`src/rtl/pc_redirect_if.sv`:
```
// Fetch-PC control bundle between the hazard/execute/fetch logic and pc_redirect_ctrl.
// The master side requests redirects and stalls; the slave side owns the fetch PC.
interface pc_redirect_if #(
   parameter int unsigned WordSize = 32
);
   logic                stall;
   logic                fetch_ready;
   logic                redir_valid;
   logic [WordSize-1:0] redir_addr;
   logic                trap_ack;
   logic [WordSize-1:0] pc;
   logic                fetch_valid;
   logic                flush;
   logic                trap_valid;
   logic [WordSize-1:0] trap_addr;

   modport master (
      output stall, fetch_ready, redir_valid, redir_addr, trap_ack,
      input  pc, fetch_valid, flush, trap_valid, trap_addr
   );

   modport slave (
      input  stall, fetch_ready, redir_valid, redir_addr, trap_ack,
      output pc, fetch_valid, flush, trap_valid, trap_addr
   );
endinterface

```
`src/rtl/pc_redirect_ctrl.sv`:
```
// Architectural fetch-PC owner: sequential fetch, branch/jump redirects with a timed
// flush window, and a held trap for misaligned redirect targets.
module pc_redirect_ctrl #(
   parameter int unsigned         WordSize    = 32,
   parameter logic [WordSize-1:0] ResetVector = '0,
   parameter logic [WordSize-1:0] TrapVector  = WordSize'(32'h0000_0100),
   parameter int unsigned         FlushCycles = 2
) (
   input logic          clk,
   input logic          rst,
   pc_redirect_if.slave bus
);
   typedef enum logic [1:0] {RUN = 2'd0, FLUSH = 2'd1, TRAP = 2'd2} state_e;

   localparam logic [3:0]          CntReload = 4'(FlushCycles - 1);
   localparam logic [WordSize-1:0] PcStep    = WordSize'(4);

   state_e              state_q, state_d;
   logic [WordSize-1:0] pc_q, pc_d;
   logic [WordSize-1:0] trap_addr_q, trap_addr_d;
   logic                flush_q, flush_d;
   logic                trap_valid_q, trap_valid_d;
   logic [3:0]          cnt_q, cnt_d;
   logic                redir_ok;
   logic                redir_bad;
   logic                fetch_valid;

   assign redir_ok  = bus.redir_valid & (bus.redir_addr[1:0] == 2'b00);
   assign redir_bad = bus.redir_valid & (bus.redir_addr[1:0] != 2'b00);

   always_ff @(posedge clk or posedge rst) begin
      if (rst) begin
         state_q      <= RUN;
         pc_q         <= ResetVector;
         flush_q      <= 1'b0;
         trap_valid_q <= 1'b0;
         trap_addr_q  <= '0;
         cnt_q        <= '0;
      end else begin
         state_q      <= state_d;
         pc_q         <= pc_d;
         flush_q      <= flush_d;
         trap_valid_q <= trap_valid_d;
         trap_addr_q  <= trap_addr_d;
         cnt_q        <= cnt_d;
      end
   end

   always_comb begin
      state_d = state_q;
      case (state_q)
         RUN, FLUSH: begin
            if (redir_bad) begin
               state_d = TRAP;
            end else if (redir_ok) begin
               state_d = FLUSH;
            end else if ((state_q == FLUSH) && (cnt_q == 4'd0)) begin
               state_d = RUN;
            end
         end
         TRAP: begin
            if (bus.trap_ack) begin
               state_d = RUN;
            end
         end
         default: state_d = RUN;
      endcase
   end

   // flush_d defaults low so the trap entry pulse and the window end drop it cleanly.
   always_comb begin
      pc_d         = pc_q;
      flush_d      = 1'b0;
      trap_valid_d = trap_valid_q;
      trap_addr_d  = trap_addr_q;
      cnt_d        = cnt_q;
      fetch_valid  = (state_q == RUN) & ~bus.stall;
      case (state_q)
         RUN, FLUSH: begin
            if (redir_ok) begin
               pc_d    = bus.redir_addr;
               flush_d = 1'b1;
               cnt_d   = CntReload;
            end else if (redir_bad) begin
               trap_valid_d = 1'b1;
               trap_addr_d  = bus.redir_addr;
               flush_d      = 1'b1;
            end else if (state_q == FLUSH) begin
               if (cnt_q != 4'd0) begin
                  cnt_d   = cnt_q - 4'd1;
                  flush_d = 1'b1;
               end
            end else if (fetch_valid & bus.fetch_ready) begin
               pc_d = pc_q + PcStep;
            end
         end
         TRAP: begin
            if (bus.trap_ack) begin
               pc_d         = TrapVector;
               trap_valid_d = 1'b0;
            end
         end
         default: ;
      endcase
   end

   assign bus.pc          = pc_q;
   assign bus.fetch_valid = fetch_valid;
   assign bus.flush       = flush_q;
   assign bus.trap_valid  = trap_valid_q;
   assign bus.trap_addr   = trap_addr_q;
endmodule

```
`src/flat_wrapper.sv`:
```
// flat-port wrapper written by rule: the top's interface ports become plain ports
module pc_redirect_ctrl_flat 
#(
   parameter int unsigned         WordSize    = 32,
   parameter logic [WordSize-1:0] ResetVector = '0,
   parameter logic [WordSize-1:0] TrapVector  = WordSize'(32'h0000_0100),
   parameter int unsigned         FlushCycles = 2
)
  (clk, rst, bus_stall, bus_fetch_ready, bus_redir_valid, bus_redir_addr, bus_trap_ack, bus_pc, bus_fetch_valid, bus_flush, bus_trap_valid, bus_trap_addr);
  pc_redirect_if #(.WordSize(WordSize)) bus_i ();
  input logic clk;
  input logic rst;
  input wire logic [$bits(bus_i.stall)-1:0] bus_stall;
  input wire logic [$bits(bus_i.fetch_ready)-1:0] bus_fetch_ready;
  input wire logic [$bits(bus_i.redir_valid)-1:0] bus_redir_valid;
  input wire logic [$bits(bus_i.redir_addr)-1:0] bus_redir_addr;
  input wire logic [$bits(bus_i.trap_ack)-1:0] bus_trap_ack;
  output wire logic [$bits(bus_i.pc)-1:0] bus_pc;
  output wire logic [$bits(bus_i.fetch_valid)-1:0] bus_fetch_valid;
  output wire logic [$bits(bus_i.flush)-1:0] bus_flush;
  output wire logic [$bits(bus_i.trap_valid)-1:0] bus_trap_valid;
  output wire logic [$bits(bus_i.trap_addr)-1:0] bus_trap_addr;
  assign bus_i.stall = bus_stall;
  assign bus_i.fetch_ready = bus_fetch_ready;
  assign bus_i.redir_valid = bus_redir_valid;
  assign bus_i.redir_addr = bus_redir_addr;
  assign bus_i.trap_ack = bus_trap_ack;
  assign bus_pc = bus_i.pc;
  assign bus_fetch_valid = bus_i.fetch_valid;
  assign bus_flush = bus_i.flush;
  assign bus_trap_valid = bus_i.trap_valid;
  assign bus_trap_addr = bus_i.trap_addr;
  pc_redirect_ctrl #(.WordSize(WordSize), .ResetVector(ResetVector), .TrapVector(TrapVector), .FlushCycles(FlushCycles)) u_core (.clk(clk), .rst(rst), .bus(bus_i));
endmodule
```
`config.mk`:
```
export PLATFORM = sky130hd
export DESIGN_NAME = pc_redirect_ctrl_flat
export DESIGN_NICKNAME = d
export VERILOG_FILES = /design/src/rtl/pc_redirect_if.sv /design/src/rtl/pc_redirect_ctrl.sv /design/src/flat_wrapper.sv
export SDC_FILE = /design/constraint.sdc
export NUM_CORES = 1
export LEC_CHECK = 0
export ABC_AREA = 0
export ABC_CLOCK_PERIOD_IN_PS = 2680
export CAP_MARGIN = 20
export CORE_ASPECT_RATIO = 0.5
export CORE_MARGIN = 8
export CORE_UTILIZATION = 45
export DETAILED_ROUTE_END_ITERATION = 10
export PLACE_DENSITY_LB_ADDON = 0.2
export SLEW_MARGIN = 40
export SYNTH_ARGS = -nofsm -noshare
export SYNTH_HDL_FRONTEND = slang
export SYNTH_SLANG_ARGS = --single-unit
```
`constraint.sdc`:
```
create_clock -name clk -period 2.68 [get_ports clk]
set_input_delay 0.268 -clock clk [delete_from_list [all_inputs] [get_ports clk]]
set_output_delay 0.268 -clock clk [all_outputs]
set_load 0.01 [all_outputs]
```
==> flow_summary.toml <==
[yosys]
netlist_area_sq_mm = 0.00365
avgSynthCellArea_sq_um = 10.2
yosys.area.top_type = "dfrtp_1"
synth_seq_cells = 72
yosysSeqAreaShare = 0.493
yosysWarnings = 0
yosys.area_share.adder = 0.0103
yosysUniqueCellTypes = 59
syn_inst = 359
muxShareOfSynthArea = 0.101
synth_top_family_by_area = "simple AND/OR/NAND/NOR gates"
synth_nets = 400
synth_top_area_share = 0.493
async_flop_share = 1.00
synthTopCellsByArea = "dfrtp_1 (49%), mux2_2 (9.2%), nand2_1 (3.4%), o21ai_0 (3.0%), a21oi_1 (2.9%)"
synth_edf_count = 0
synth_ff_type = "dfrtp_1"
yosys.area_share.xor_xnor = 0.00719
synthSimpleGateAreaFrac = 0.202
synth_compound_area_frac = 0.151

[floorplanning]
io-pin-count = 105
core_sq_mm = 0.00794
initial_core_util = 0.460
die_area_sq_mm = 0.0114
die_w_microns = 143
fp.dieH_microns = 79.7
rows = 23

[setup_path]
worstSetupPathType = "reg -> reg"
critPathCaptureType = "register"
startpoint_type = "register"
critical_path_arrival_ns = 2.37
cp_slowest_cell = "or4b_1"
crit_path_max_fanout = 12
required_ns = 2.88
reg2reg_slack_ns = 0.51
max_stage_delay_ns = 0.69
path_cells = "or4b_1 -> nand2_1 -> nor2_2 -> o21ai_0 -> o311ai_1"

[drt]
vias = 3367
antenna_left = 0
m1WireLength_microns = 4780
routedWlPerCell_microns = 18.5
drt_iter0_drc = 366
top_layer = "met4"
via_per_inst = 5.75
drtPass1Iterations = 6
met3_length_microns = 1100
drc = 0
dr_wl_met2_microns = 4840
routed_wl_microns = 10800

[min_path]
hp-class = "in -> async"

[global_route]
grt_usage = 0.195
antenna_found_initial = 0
grt_max_degree = 73
grt.overflow.total = 0
grt_pass1_vias = 3281
grt_pass1_wl_microns = 17500

[sta]
hold_violations = 0
maxSlewViolCount = 0
setup_viol = 0
rsz0062_at_grt = "false"
slew-limit-headroom = 0.537
tightest_slew_ns = 0.686
hold_ws_ns = 0.340
skew_ns = 0.00708
max_freq_mhz = 461
finalCritPeriodShare = 0.809
finalCriticalPeriod_ns = 2.17
tns_ns = 0

[power_and_ir_drop]
p_leak_nw = 2.06
irDropWorstVdd_v = 0.000401
power.density_mw_per_mm2 = 709

[finish]
layout_commonest_cell = "clkdlybuf4s50_1"
final_cells = 586
antennaDiodeCount = 0
final_core_util = 0.650
multi_input_area_sq_mm = 0.00173
fillCellCount = 687
syn_to_final_growth_pct = 41.3
fin_nets = 510
drive_above_1_share = 0.150
regArea_sq_mm = 0.00180
mostFrequentLayoutCells = "clkdlybuf4s50_1 (104), dfrtp_1 (72), nand2_1 (33), mux2_2 (30), o21ai_0 (22)"

[place]
gp_congestion = 0.887
dpl.hpwl_microns = 7790
io_buffers = 104
place_inst = 570

[clocking]
root_buffer = "clkbuf_16"
cts.sinks = 72
clock_latency_ns = 0.34
cts_tree = "done"
path_clk_slew_ns = 0.05
cts_resized = 0
cts_setup_buffers = 0
cts_hold_buf = 0
numCtsBuffers = 9
h-tree-depth = 3
clockBufferDepth = 2

[run]
maxCapViolCount = 0

[status]
outcome = "completed"
-- registers in the layout, indices dropped and copies added, names as in the netlist --
name and count:
u_core.bus.flush 1, u_core.bus.pc 32, u_core.bus.trap_addr 32, u_core.bus.trap_valid 1
u_core.cnt_q 4, u_core.state_q 2
-- metal layers --
layer  vias to the layer above  track usage
li1                       1563            -
met1                      1632        0.261
met2                       158        0.295
met3                        14       0.0728
met4                         0       0.0416
met5                         -            0
-- cells in the mapped netlist, types with 7 or more instances --
master,n
dfrtp_1,72
nand2_1,33
mux2_2,30
nor2_1,23
o21ai_0,22
a21oi_1,21
nand3_1,21
inv_1,10
nand4_1,9
nor3_1,9
nor4_1,8
buf_2,7
-- critical path: cells and delay by family (launching register included) --
| kind | cells | cell delay, ns |
|---|---|---|
| flops | 1 | 0.49 |
| compound gates | 2 | 0.38 |
| simple gates | 3 | 1.16 |
-- path summary, 6_finish.rpt --
kind                                          from                      end  cells after the start
max reg2reg                      u_core.state_q[1]        u_core.bus.pc[27]                      5
min in group clk           u_core.bus.trap_addr[1]  u_core.bus.trap_addr[1]                      2
min                                            rst        u_core.state_q[1]                      3
max                              u_core.state_q[1]        u_core.bus.pc[27]                      5
min reg2reg                u_core.bus.trap_addr[1]  u_core.bus.trap_addr[1]                      2
max in group asynchronous                      rst         u_core.bus.pc[9]                      3
-- metrics by stage --
stage                     instance area [sq um]  power, W  setup slack (ns)
after CTS                                  5160   0.00369             0.379
after floorplan                            3650   0.00190             0.587
after global placement                     4860   0.00244             0.246
after detailed placement                   4860   0.00246             0.110
after global routing                       5160   0.00385             0.312
final                                      5160   0.00366             0.511
-- cell families after synthesis --
logic type	count (synthesis)
DFF	72
adders and majority gates	3
muxes	33
xor gates and xnor gates	3
and+or+nand+nor	135
buffers and inverters	28
AOI/OAI and AO/OA	85
-- final cells by class --
class	count	area share
clock buffer	13	0.0504
clock inverter	3	0.00776
inverter	10	0.00727
multi-input combinational	259	0.335
sequential	72	0.349
tap	112	0.0272
timing repair buffer	117	0.223
-- power by group --
part           internal, W  total, W  switching (W)  leakage (nW)
combinational     0.000560  0.000967       0.000408          1.01
sequential         0.00129   0.00147       0.000184         0.905
clock             0.000769   0.00121       0.000446         0.150
total              0.00262   0.00366        0.00104          2.06
Note: power is estimated with default switching activity, not from simulation.
